<file path="src/rtl/riscv_pipe_pkg.sv">
// Shared pipeline types and encodings for the decode/execute control path.
// Reused by the ID/EX and EX/MEM control stages.
package riscv_pipe_pkg;

    localparam logic [1:0] RES_ALU = 2'b00;
    localparam logic [1:0] RES_MEM = 2'b01;
    localparam logic [1:0] RES_PC4 = 2'b10;

    localparam logic [6:0] OP_LOAD   = 7'b0000011;
    localparam logic [6:0] OP_STORE  = 7'b0100011;
    localparam logic [6:0] OP_RTYPE  = 7'b0110011;
    localparam logic [6:0] OP_ITYPE  = 7'b0010011;
    localparam logic [6:0] OP_BRANCH = 7'b1100011;
    localparam logic [6:0] OP_JAL    = 7'b1101111;
    localparam logic [6:0] OP_JALR   = 7'b1100111;
    localparam logic [6:0] OP_LUI    = 7'b0110111;
    localparam logic [6:0] OP_AUIPC  = 7'b0010111;

    typedef struct packed {
        logic       mem_write;
        logic       reg_write;
        logic       branch;
        logic       jump;
        logic [2:0] alu_src_b;
        logic [1:0] result_src;
        logic [1:0] alu_op;
        logic [2:0] branch_sel;
        logic       control_e_adder;
    } ctrl_t;

    localparam ctrl_t CTRL_BUBBLE = '0;

    // An empty decode slot may carry stale decoder outputs; it must never write state.
    function automatic ctrl_t gate_writes(input ctrl_t c, input logic valid);
        ctrl_t g;
        g           = c;
        g.mem_write = c.mem_write & valid;
        g.reg_write = c.reg_write & valid;
        return g;
    endfunction

endpackage

</file>
<file path="src/rtl/id_ex_hazard_detect.sv">
// Load-use detection and per-cycle stall/flush priority for the ID/EX register.
// Purely combinational; the owning stage applies hold_e/bubble_e to its flops.
module id_ex_hazard_detect
    import riscv_pipe_pkg::*;
#(
    parameter int REG_ADDR_W = 5
) (
    input  logic                  valid_e,
    input  logic                  reg_write_e,
    input  logic [1:0]            result_src_e,
    input  logic [REG_ADDR_W-1:0] rd_e,
    input  logic                  valid_d,
    input  logic [REG_ADDR_W-1:0] rs1_d,
    input  logic [REG_ADDR_W-1:0] rs2_d,
    input  logic                  pc_src_e,
    input  logic                  stall_ext,
    output logic                  load_use,
    output logic                  stall_f,
    output logic                  stall_d,
    output logic                  flush_d,
    output logic                  hold_e,
    output logic                  bubble_e,
    output logic                  stall_evt,
    output logic                  flush_evt
);

    always_comb begin
        load_use = valid_e & reg_write_e & (result_src_e == RES_MEM) & (rd_e != '0)
                 & valid_d & ((rd_e == rs1_d) | (rd_e == rs2_d));

        stall_f   = 1'b0;
        stall_d   = 1'b0;
        flush_d   = 1'b0;
        hold_e    = 1'b0;
        bubble_e  = 1'b0;
        stall_evt = 1'b0;
        flush_evt = 1'b0;

        // External hold freezes everything, including a pending redirect.
        if (stall_ext) begin
            stall_f = 1'b1;
            stall_d = 1'b1;
            hold_e  = 1'b1;
        end else if (pc_src_e) begin
            flush_d   = 1'b1;
            bubble_e  = 1'b1;
            flush_evt = 1'b1;
        end else if (load_use) begin
            stall_f   = 1'b1;
            stall_d   = 1'b1;
            bubble_e  = 1'b1;
            stall_evt = 1'b1;
        end
    end

endmodule

</file>
<file path="src/rtl/id_ex_ctrl_stage.sv">
// ID/EX control pipeline register with load-use stall and branch/jump flush.
// Optional hazard counters (stall_cnt, flush_cnt) are built when HAZ_STATS_EN is defined.
module id_ex_ctrl_stage
    import riscv_pipe_pkg::*;
#(
    parameter int REG_ADDR_W = 5,
    parameter int CNT_W      = 32
) (
    input  logic                  clk,
    input  logic                  reset_n,
    input  logic                  valid_d,
    input  logic                  mem_write_d,
    input  logic                  reg_write_d,
    input  logic                  branch_d,
    input  logic                  jump_d,
    input  logic                  control_e_adder_d,
    input  logic [2:0]            alu_src_b_d,
    input  logic [1:0]            result_src_d,
    input  logic [1:0]            alu_op_d,
    input  logic [2:0]            branch_sel_d,
    input  logic [REG_ADDR_W-1:0] rs1_d,
    input  logic [REG_ADDR_W-1:0] rs2_d,
    input  logic [REG_ADDR_W-1:0] rd_d,
    input  logic                  pc_src_e,
    input  logic                  stall_ext,
    output logic                  mem_write_e,
    output logic                  reg_write_e,
    output logic                  branch_e,
    output logic                  jump_e,
    output logic                  control_e_adder_e,
    output logic [2:0]            alu_src_b_e,
    output logic [1:0]            result_src_e,
    output logic [1:0]            alu_op_e,
    output logic [2:0]            branch_sel_e,
    output logic [REG_ADDR_W-1:0] rd_e,
    output logic                  valid_e,
    output logic                  stall_f,
    output logic                  stall_d,
    output logic                  flush_d
`ifdef HAZ_STATS_EN
    ,
    output logic [CNT_W-1:0]      stall_cnt,
    output logic [CNT_W-1:0]      flush_cnt
`endif
);

    if (CNT_W < 1) begin : g_bad_cnt_w
        $error("CNT_W must be at least 1");
    end

    ctrl_t                 ctrl_d;
    ctrl_t                 ctrl_q;
    logic [REG_ADDR_W-1:0] rd_q;
    logic                  valid_q;
    logic                  load_use;
    logic                  hold_e;
    logic                  bubble_e;
    logic                  stall_evt;
    logic                  flush_evt;

    always_comb begin
        ctrl_d.mem_write       = mem_write_d;
        ctrl_d.reg_write       = reg_write_d;
        ctrl_d.branch          = branch_d;
        ctrl_d.jump            = jump_d;
        ctrl_d.alu_src_b       = alu_src_b_d;
        ctrl_d.result_src      = result_src_d;
        ctrl_d.alu_op          = alu_op_d;
        ctrl_d.branch_sel      = branch_sel_d;
        ctrl_d.control_e_adder = control_e_adder_d;
    end

    id_ex_hazard_detect #(
        .REG_ADDR_W (REG_ADDR_W)
    ) u_hazard (
        .valid_e      (valid_q),
        .reg_write_e  (ctrl_q.reg_write),
        .result_src_e (ctrl_q.result_src),
        .rd_e         (rd_q),
        .valid_d      (valid_d),
        .rs1_d        (rs1_d),
        .rs2_d        (rs2_d),
        .pc_src_e     (pc_src_e),
        .stall_ext    (stall_ext),
        .load_use     (load_use),
        .stall_f      (stall_f),
        .stall_d      (stall_d),
        .flush_d      (flush_d),
        .hold_e       (hold_e),
        .bubble_e     (bubble_e),
        .stall_evt    (stall_evt),
        .flush_evt    (flush_evt)
    );

    always_ff @(posedge clk or negedge reset_n) begin
        if (!reset_n) begin
            ctrl_q  <= CTRL_BUBBLE;
            rd_q    <= '0;
            valid_q <= 1'b0;
        end else if (!hold_e) begin
            if (bubble_e) begin
                ctrl_q  <= CTRL_BUBBLE;
                rd_q    <= '0;
                valid_q <= 1'b0;
            end else begin
                ctrl_q  <= gate_writes(ctrl_d, valid_d);
                rd_q    <= rd_d;
                valid_q <= valid_d;
            end
        end
    end

    assign mem_write_e       = ctrl_q.mem_write;
    assign reg_write_e       = ctrl_q.reg_write;
    assign branch_e          = ctrl_q.branch;
    assign jump_e            = ctrl_q.jump;
    assign control_e_adder_e = ctrl_q.control_e_adder;
    assign alu_src_b_e       = ctrl_q.alu_src_b;
    assign result_src_e      = ctrl_q.result_src;
    assign alu_op_e          = ctrl_q.alu_op;
    assign branch_sel_e      = ctrl_q.branch_sel;
    assign rd_e              = rd_q;
    assign valid_e           = valid_q;

`ifdef HAZ_STATS_EN
    // Saturating so a long-running profile never wraps back to a small count.
    always_ff @(posedge clk or negedge reset_n) begin
        if (!reset_n) begin
            stall_cnt <= '0;
            flush_cnt <= '0;
        end else begin
            if (stall_evt && (stall_cnt != {CNT_W{1'b1}}))
                stall_cnt <= stall_cnt + 1'b1;
            if (flush_evt && (flush_cnt != {CNT_W{1'b1}}))
                flush_cnt <= flush_cnt + 1'b1;
        end
    end
`else
    logic unused_load_use;
    assign unused_load_use = load_use ^ stall_evt ^ flush_evt;
`endif

endmodule

</file>
<file path="config.mk">
export PLATFORM = sky130hd
export DESIGN_NAME = id_ex_ctrl_stage
export DESIGN_NICKNAME = d
export VERILOG_FILES = /design/src/rtl/riscv_pipe_pkg.sv /design/src/rtl/id_ex_hazard_detect.sv /design/src/rtl/id_ex_ctrl_stage.sv
export SDC_FILE = /design/constraint.sdc
export NUM_CORES = 1
export LEC_CHECK = 0
export CAP_MARGIN = 10
export CORE_ASPECT_RATIO = 0.7
export CORE_MARGIN = 4
export CORE_UTILIZATION = 40
export DETAILED_ROUTE_END_ITERATION = 10
export PLACE_DENSITY_LB_ADDON = 0.1
export SLEW_MARGIN = 20
export SYNTH_ARGS = -nofsm -noshare
export SYNTH_HDL_FRONTEND = slang
export SYNTH_SLANG_ARGS = --single-unit
</file>
<file path="constraint.sdc">
create_clock -name clk -period 2.21 [get_ports clk]
set_clock_uncertainty 0.1 [all_clocks]
set_input_delay 0.442 -clock clk [delete_from_list [all_inputs] [get_ports clk]]
set_output_delay 0.442 -clock clk [all_outputs]
set_load 0.1 [all_outputs]
</file>
After elaboration in Yosys (flattened, before gate mapping)
Cells that the tools add are included.
{"block": "classes", "eq_ne": 3, "mux": 11, "bitwise_logic": 8, "n_reduce_logical": 1}
{"operator": "$mux 15", "n": 1}
{"operator": "$eq 5x5->1", "n": 2}
{"operator": "$mux 1", "n": 9}
{"operator": "$and 1x1->1", "n": 7}
{"operator": "$mux 5", "n": 1}
{"operator": "$reduce_bool 5->1", "n": 1}
{"operator": "$eq 2x1->1 const B", "n": 1}
{"operator": "$or 1x1->1", "n": 1}
{"block": "word_totals", "reg_bits": 21, "in_bits": 35, "out_inout_bits": 24, "word_cells": 34}

Longest topological paths before layout
{"block": "logic_depth", "depth_word": 9, "depth_mapped": 6, "mapped_depth_nobuf": 4}

Modules after synthesis
From an unflattened synthesis, not the netlist that was laid out.
{"block": "hier_totals", "hier_cells": 116, "area_unflattened_um2": 1074.8}
{"mod": "id_ex_ctrl_stage", "n_inst": 1, "cells_each": 88, "area_per_inst_um2": 869.6, "seq_area_each_um2": 525.5}
{"mod": "id_ex_hazard_detect", "n_inst": 1, "cells_each": 28, "area_per_inst_um2": 205.2, "seq_area_each_um2": 0.0}

Worst setup path before layout
OpenSTA, ideal clock, no wires.
{"block": "synth_timing", "path_type": "flip-flop to output port", "startpoint": "register rd_q[4], in the netlist rd_e[4]", "endpoint": "output port stall_f", "arrival_time_ps": 2844, "required_ps": 1668, "slack_ps": -1176, "path_stages_with_launch": 7, "path_buffers": 2, "path_cell_list": "dfrtp_1 -> xnor2_1 -> nand3_1 -> o22ai_1 -> buf_2 -> a21o_1 -> buf_4"}
{"block": "synth_between", "elab_chain_len": 7, "word_cells_on_any_way": 10, "cone_classes": "eq/ne: 2; mux: 3; bitwise: 4; reduce/logical: 1"}
{"element": "start, declared", "line": "id_ex_ctrl_stage.sv:53", "rtl": "logic [REG_ADDR_W-1:0] rd_q;"}
{"element": "start signal, assigned", "line": "id_ex_ctrl_stage.sv:107", "rtl": "rd_q <= rd_d;"}
{"element": "$reduce_bool 5->1", "line": "id_ex_hazard_detect.sv:28", "rtl": "load_use = valid_e & reg_write_e & (result_src_e == RES_MEM) & (rd_e != '0)"}
{"element": "$and 1x1->1", "line": "id_ex_hazard_detect.sv:28"}
{"element": "$and 1x1->1", "line": "id_ex_hazard_detect.sv:29", "rtl": "& valid_d & ((rd_e == rs1_d) | (rd_e == rs2_d));"}
{"element": "$and 1x1->1 (*)", "line": "id_ex_hazard_detect.sv:29"}
{"element": "$mux 1 (*) (3 in series)"}
{"element": "end, declared", "line": "id_ex_ctrl_stage.sv:37", "rtl": "output logic stall_f,"}
Every way passes the cells marked *; elsewhere a longest branch is shown, timed or not.

Worst setup path after layout
{"block": "layout_timing", "startpoint": "register rd_q[0], in the netlist rd_e[0]", "endpoint": "output port stall_d"}
{"block": "layout_between", "elab_chain_len": 7, "word_cells_on_any_way": 10, "cone_classes": "eq/ne: 2; mux: 3; bitwise: 4; reduce/logical: 1"}
{"element": "$reduce_bool 5->1", "line": "id_ex_hazard_detect.sv:28"}
{"element": "$and 1x1->1", "line": "id_ex_hazard_detect.sv:28"}
{"element": "$and 1x1->1", "line": "id_ex_hazard_detect.sv:29"}
{"element": "$and 1x1->1 (*)", "line": "id_ex_hazard_detect.sv:29"}
{"element": "$mux 1 (*)", "line": "id_ex_hazard_detect.sv:48", "rtl": "end else if (load_use) begin"}
{"element": "$mux 1 (*)"}
{"element": "$mux 1 (*)", "line": "id_ex_hazard_detect.sv:40", "rtl": "if (stall_ext) begin"}
{"element": "end, declared", "line": "id_ex_ctrl_stage.sv:38", "rtl": "output logic stall_d,"}
Marks and branches as above.

==> results by group <==
Final layout
  • Area of the multi-input gates: between 500 and 600 µm²
  • Fill cells: 237
  • Nets: 219
  • Area growth, synth to finish: 59.30%
  • Share of layout cells above drive strength 1: 0.3115
  • Post-Layout Inst Area: around 1900 µm²
  • Area taken by flip-flops and latches: 543.0 µm²
  • Antenna cell count: 0

Routing
  • Total number of vias: 1,199
  • Detail Route Antenna Nets: 0
  • Remaining DRCs: 0
  • Wire per inst: 14.74 µm
  • Drt first-iter violations: 39
  • Routed WL: roughly 3.2 mm
  • Drt first pass iters: 4
  • DR vias/cell: 5.475

Min path
  • Hold WC Path Type: reg2reg
  • Hold Crit Depth: 2
  • Worst Hold Launch: alu_op_e[0]$_DFFE_PN0N_
  • Worst Hold Endpoint: alu_op_e[0]$_DFFE_PN0N_

Setup path
  • CP Cell Sequence: or4_4 > o211ai_4 > nor2_1 > a21o_4 > buf_12
  • Reg2reg path depth: 5
  • Reg-to-Reg End: jump_e$_DFFE_PN0N_
  • Worst reg2reg setup slack: 0.33 ns
  • Critical path launch point type: flip-flop
  • Setup Crit Path Kind: reg2out
  • Worst r2r src: rd_e[0]$_DFFE_PN0N_
  • Crit path DAT: 1.90 ns
  • Critical path's slowest cell: or4_4
  • WP data required: 1.67 ns
  • Crit path largest cell delay: 0.55 ns
  • Critical path capture point type: output pin
  • CP Max Fanout: 2

Yosys
  • Synth warnings: 0
  • Top post-synthesis cells by count: 21 x dfrtp_1, 20 x nand2_1, 18 x a32oi_1, 18 x o21ai_0, 10 x xnor2_1
  • Flops & latches, synth: 21
  • Mean post-synth cell area: 9.730 µm²
  • Top FF cell, synth: dfrtp_1
  • Most frequent cell after synthesis: dfrtp_1
  • Synth top area share: 0.4463
  • Number of flops mapped to enable cells by yosys: 0
  • Post-synthesis sequential area ratio: 0.4463
  • Ys async rst share: 1.000
  • Synth Cell Area: between 1000 and 1500 µm²
  • Syn Nets: 156
  • Ranking of synthesized cells by area: dfrtp_1 45%, a32oi_1 13%, o21ai_0 7.7%, xnor2_1 7.4%, nand2_1 6.4%
  • Post-synthesis cell type count: 23
  • Synth Instances: 121
  • Area leader, netlist: dfrtp_1

Floorplanning
  • Initial Utilization: 0.4201
  • Die ar.: a little under 4000 µm²
  • Core Region: 2803 µm²
  • # IOs: 59
  • Die H: 53.39 µm
  • Core Rows: 16
  • Die Span X: 72.85 µm

Global route
  • Initial antenna violation count: 0
  • Vias in the first global route: 1,059
  • GRT Resource Usage Total: 0.1716
  • Global-route wire length before repair: ~5 mm
  • Largest net degree at the start of global routing: 22
  • Total gr overflow: 0

STA
  • Ratio of final minimum period to clock period: 1.106
  • Slew Limit Fails: 0
  • Max_slew headroom: 0.8190
  • Final Hold Vio Count: 0
  • Setup WS post-layout: -0.2338 ns
  • Final min period: 2.444 ns
  • Max Fclk: 409.2 MHz
  • Finish-stage setup viols: 2
  • Worst slew pin tran: 0.2716 ns
  • RSZ-0062 raised after global routing: true

Outcome
  • Outcome: finished, violations left
  • Violated checks: negative setup slack

Power
  • Worst vdd rail ir drop: 0.5508 mV
  • PwrDens: around 760 nW/µm²
  • Leakage Power: 0.7580 nW
  • Total power: about 1.4 mW

Clock tree
  • Hold buffers post-CTS: 0
  • Clock transition at path regs: 0.08 ns
  • Clk_lat worst skew: about 0.26 ns
  • PostCTS Resize Cnt: 0
  • CTS tree: built
  • H-tree Lvls: 1
  • Largest buffer count on any clock path: 2
  • TritonCTS Buffers: 3
  • CTS sink cnt: 21
  • CTS root buf: clkbuf_8
  • Buffer count from post-CTS setup fixing: 0

Placed design
  • Gpl congestion: 0.7720
  • Final HPWL DP: 2.405 mm
  • Placement Cell Area: 1829 µm²
  • # port buffers: 58

Job
  • Max cap viols: 0
[sequential cells by signal, indices dropped and copies added, names as in the netlist]
name / count
rd_e: 5
alu_src_b_e: 3
branch_sel_e: 3
alu_op_e: 2
result_src_e: 2
branch_e: 1
control_e_adder_e: 1
jump_e: 1
mem_write_e: 1
reg_write_e: 1
valid_e: 1
[where the power goes]
group | switching, mW | leakage (nW) | total, mW | internal, mW
Clock | 0.121 | 0.0255 | 0.247 | 0.125
Sequential | 0.0353 | 0.251 | 0.473 | 0.437
Combinational | 0.507 | 0.481 | 0.714 | 0.207
Total | 0.663 | 0.758 | 1.43 | 0.770
[cells in the final DEF (no fill, tap or decap)]
| cell type | Yosys | layout |
|---|---|---|
| a21o_4 | 0 | 1 |
| a21oi_2 | 1 | 1 |
| a22oi_1 | 2 | 2 |
| a32oi_1 | 18 | 18 |
| and3_1 | 2 | 2 |
| and4b_1 | 1 | 1 |
| buf_12 | 0 | 3 |
| buf_4 | 1 | 33 |
| clkbuf_8 | 0 | 3 |
| clkdlybuf4s50_1 | 0 | 34 |
| clkinv_2 | 0 | 1 |
| dfrtp_1 | 21 | 13 |
| dfrtp_2 | 0 | 5 |
| dfrtp_4 | 0 | 3 |
| mux2i_1 | 1 | 1 |
| nand2_1 | 20 | 20 |
| nand3_1 | 4 | 4 |
| nor2_1 | 3 | 2 |
| nor2_2 | 0 | 1 |
| nor2b_1 | 2 | 1 |
| nor2b_2 | 0 | 1 |
| o211ai_4 | 1 | 1 |
| o21ai_0 | 18 | 18 |
| o21ai_2 | 2 | 2 |
| o22ai_2 | 0 | 1 |
| or4_4 | 1 | 1 |
| xnor2_1 | 10 | 10 |
[stage by stage]
stage | utilization | worst slack, ns | TNS [ns] | std cells | hold slack, ns
finish | 0.6692 | -0.2338 | -0.4675 | 219 | 0.3943
global route | 0.6692 | -0.2661 | -0.5314 | 219 | 0.4148
global placement | 0.6527 | -0.06161 | -0.1230 | 215 | 0.3714
floorplan | - | -0.3448 | -0.4789 | 121 | 0.04641
CTS | 0.6692 | -0.2373 | -0.4743 | 219 | 0.3977
detailed placement | 0.6527 | -0.05534 | -0.1103 | 215 | 0.3820
[how the worst max path moves through the flow]
| stage | slack, ns | to | start |
|---|---|---|---|
| after floorplan | -0.34 | stall_f | rd_e[0]$_DFFE_PN0N_ |
| after global placement | -0.06 | stall_d | valid_d |
| after detailed placement | -0.06 | stall_f | valid_d |
| after CTS | -0.24 | stall_f | rd_e[0]$_DFFE_PN0N_ |
| after global routing | -0.27 | stall_f | rd_e[0]$_DFFE_PN0N_ |
| final | -0.23 | stall_d | rd_e[0]$_DFFE_PN0N_ |
[cell families (layout without fill, tap and decap cells)]
family | Yosys count | count (layout) | synth area share
buf+inv | 12 | 74 | 0.06588
compound gates | 44 | 44 | 0.2752
xor+xnor | 10 | 10 | 0.07439
flops | 21 | 21 | 0.4463
mux | 1 | 1 | 0.008502
simple gates | 33 | 33 | 0.1296
[worst max-delay path: cells and delay by family, from the launching register on]
| kind | cells | cell delay, ns |
|---|---|---|
| simple gates | 2 | 0.62 |
| flops | 1 | 0.47 |
| compound gates | 2 | 0.39 |
| buf+inv | 1 | 0.16 |
[metal layers]
layer	up-vias	track usage	part of all wire
met1	577	0.2292	0.45
li1	576	-	-
met4	0	0.03681	0.0059
met2	44	0.2740	0.46
met3	2	0.05123	0.088
met5	-	0	0
[cell type report]
class                   count  area share
repair buffers             70      0.3456
clock inverters             1    0.002668
clock buffers               3     0.02201
well taps                  36     0.02402
flip-flops and latches     21      0.2895
multi-input cells          88      0.3162
Note: power is estimated with default switching activity, not from simulation.
==> RTL change: new RTL, same flow settings <==
`REG_ADDR_W` is set to 5 in 2 places; all go to 6.
--- a/src/rtl/id_ex_hazard_detect.sv
+++ b/src/rtl/id_ex_hazard_detect.sv
@@ -3,7 +3,7 @@
 module id_ex_hazard_detect
     import riscv_pipe_pkg::*;
 #(
-    parameter int REG_ADDR_W = 5
+    parameter int REG_ADDR_W = 6
 ) (
     input  logic                  valid_e,
     input  logic                  reg_write_e,
--- a/src/rtl/id_ex_ctrl_stage.sv
+++ b/src/rtl/id_ex_ctrl_stage.sv
@@ -3,7 +3,7 @@
 module id_ex_ctrl_stage
     import riscv_pipe_pkg::*;
 #(
-    parameter int REG_ADDR_W = 5,
+    parameter int REG_ADDR_W = 6,
     parameter int CNT_W      = 32
 ) (
     input  logic                  clk,
Interface: changed (resized rd_d, rd_e, rs1_d and rs2_d); port bits go from 59 to 63. No check against the original RTL was run, so the function may have changed too.
==> RTL change against the unedited design <==
- the run still ends with negative setup slack left
- setup slack better by 0.16 ns
- routed wire length rose by 19%
- sequential power rose by 7.6%
- synthesized area rose by 2.1%
- total power rose by 5.1%
- worst hold slack gained 0.0085 ns
- final cell count increased by 5.9%
- sequential cell count rose by 1
- final area rose by 6.9%
- fmax up 7.2%
- largest cell class unchanged
==> RTL change: results (changes against the unedited design) <==
| Metric | Value |
|---|---|
| Share of final-layout standard cells stronger than drive strength 1 | `30.6% (-0.54 points)` |
| Met2 Usage GRT | `35.4% (+8.0 points)` |
| Gp weighted congestion | `0.745 (-3.5%)` |
| Pin count of the biggest net entering global routing | `23 (+4.5%)` |
| Compound-cell area share of the yosys netlist | `27.4% (-0.16 points)` |
| Mux cell area share after synthesis | `0% (-0.85 points)` |
| Violations in the final reports | `negative setup slack` |
| Post-Place Cell Area | `1890 um2 (+3.6%)` |
| Cell family with most CP delay | `buffers and inverters` |
| Number of flip-flops in the largest register | `6 (+1)` |
| CP arrival | `1.74 ns (-0.16 ns)` |
| Seq pwr share | `33.8% (+0.8 points)` |
| Buffer count from post-CTS setup fixing | `7 (+7)` |
| Synth unique cells | `22 (-4.3%)` |
| Met3 track demand over resource | `5.04% (-0.086 points)` |
| DR iter-0 viols | `67 (+72%)` |
| Post-Place Cells | `224 (+4.2%)` |
| Quantity of gates resized following cts | `10 (+10)` |
| Total power consumption of the routed design | `1.51 mW (+5.1%)` |
| Wire per inst | `16.6 um (+13%)` |
| Delay of the slowest cell on the worst path | `0.48 ns (-0.07 ns)` |
| Post-Syn Nets | `165 (+5.8%)` |
| Top cells by area, synth | `sky130_fd_sc_hd__dfrtp_1 (46%), sky130_fd_sc_hd__a32oi_1 (15%), sky130_fd_sc_hd__xnor2_1 (8.7%)` |
| Count of final setup violators | `2 (unchanged)` |
| Setup ws final | `-0.0691 ns (+0.165 ns)` |
| Count of buffers inserted at the top-level ports | `62 (+6.9%)` |
| Total global-route track usage | `20.9% (+3.8 points)` |
| Total via count after detailed routing | `1,286 (+7.3%)` |
| Status | `complete, but fails checks` |
| Half-perimeter wire length after detailed placement | `2840 um (+18%)` |
| Setup TNS | `-0.135 ns (+0.332 ns)` |
| Met1 usage in global routing | `26.8% (+3.9 points)` |
| Cell with the biggest individual delay on the critical path | `sky130_fd_sc_hd__clkdlybuf4s50_1` |
## RTL change: cell count changes in the layout (fill, tap and decap cells not counted), sizes merged, moves of 2 or more
cell and delta:
xnor2 +2, dlygate4sd2 +4, o21ai +2, a32oi +2
buf +4, nand4 +3, nand3 -2, nand2 +2
## RTL change: final cells by class
type | count | area, um2
timing repair buffer | 77 | 707
clock buffer | 4 | 45.0
sequential | 22 | 577
fill | 235 | 837
multi-input combinational | 93 | 632
tap | 36 | 45.0
## RTL change: worst paths after layout
path                                 start              end  slack [ns]  cells after the start
min reg2reg                branch_sel_e[2]  branch_sel_e[2]        0.40                      2
max in group asynchronous          reset_n          rd_e[5]        1.33                      2
min in group asynchronous          reset_n   alu_src_b_e[2]        0.42                      2
max                                valid_d          stall_f       -0.07                      6
max reg2reg                        rd_e[0]          rd_e[5]        0.21                      9
min                        branch_sel_e[2]  branch_sel_e[2]        0.40                      2
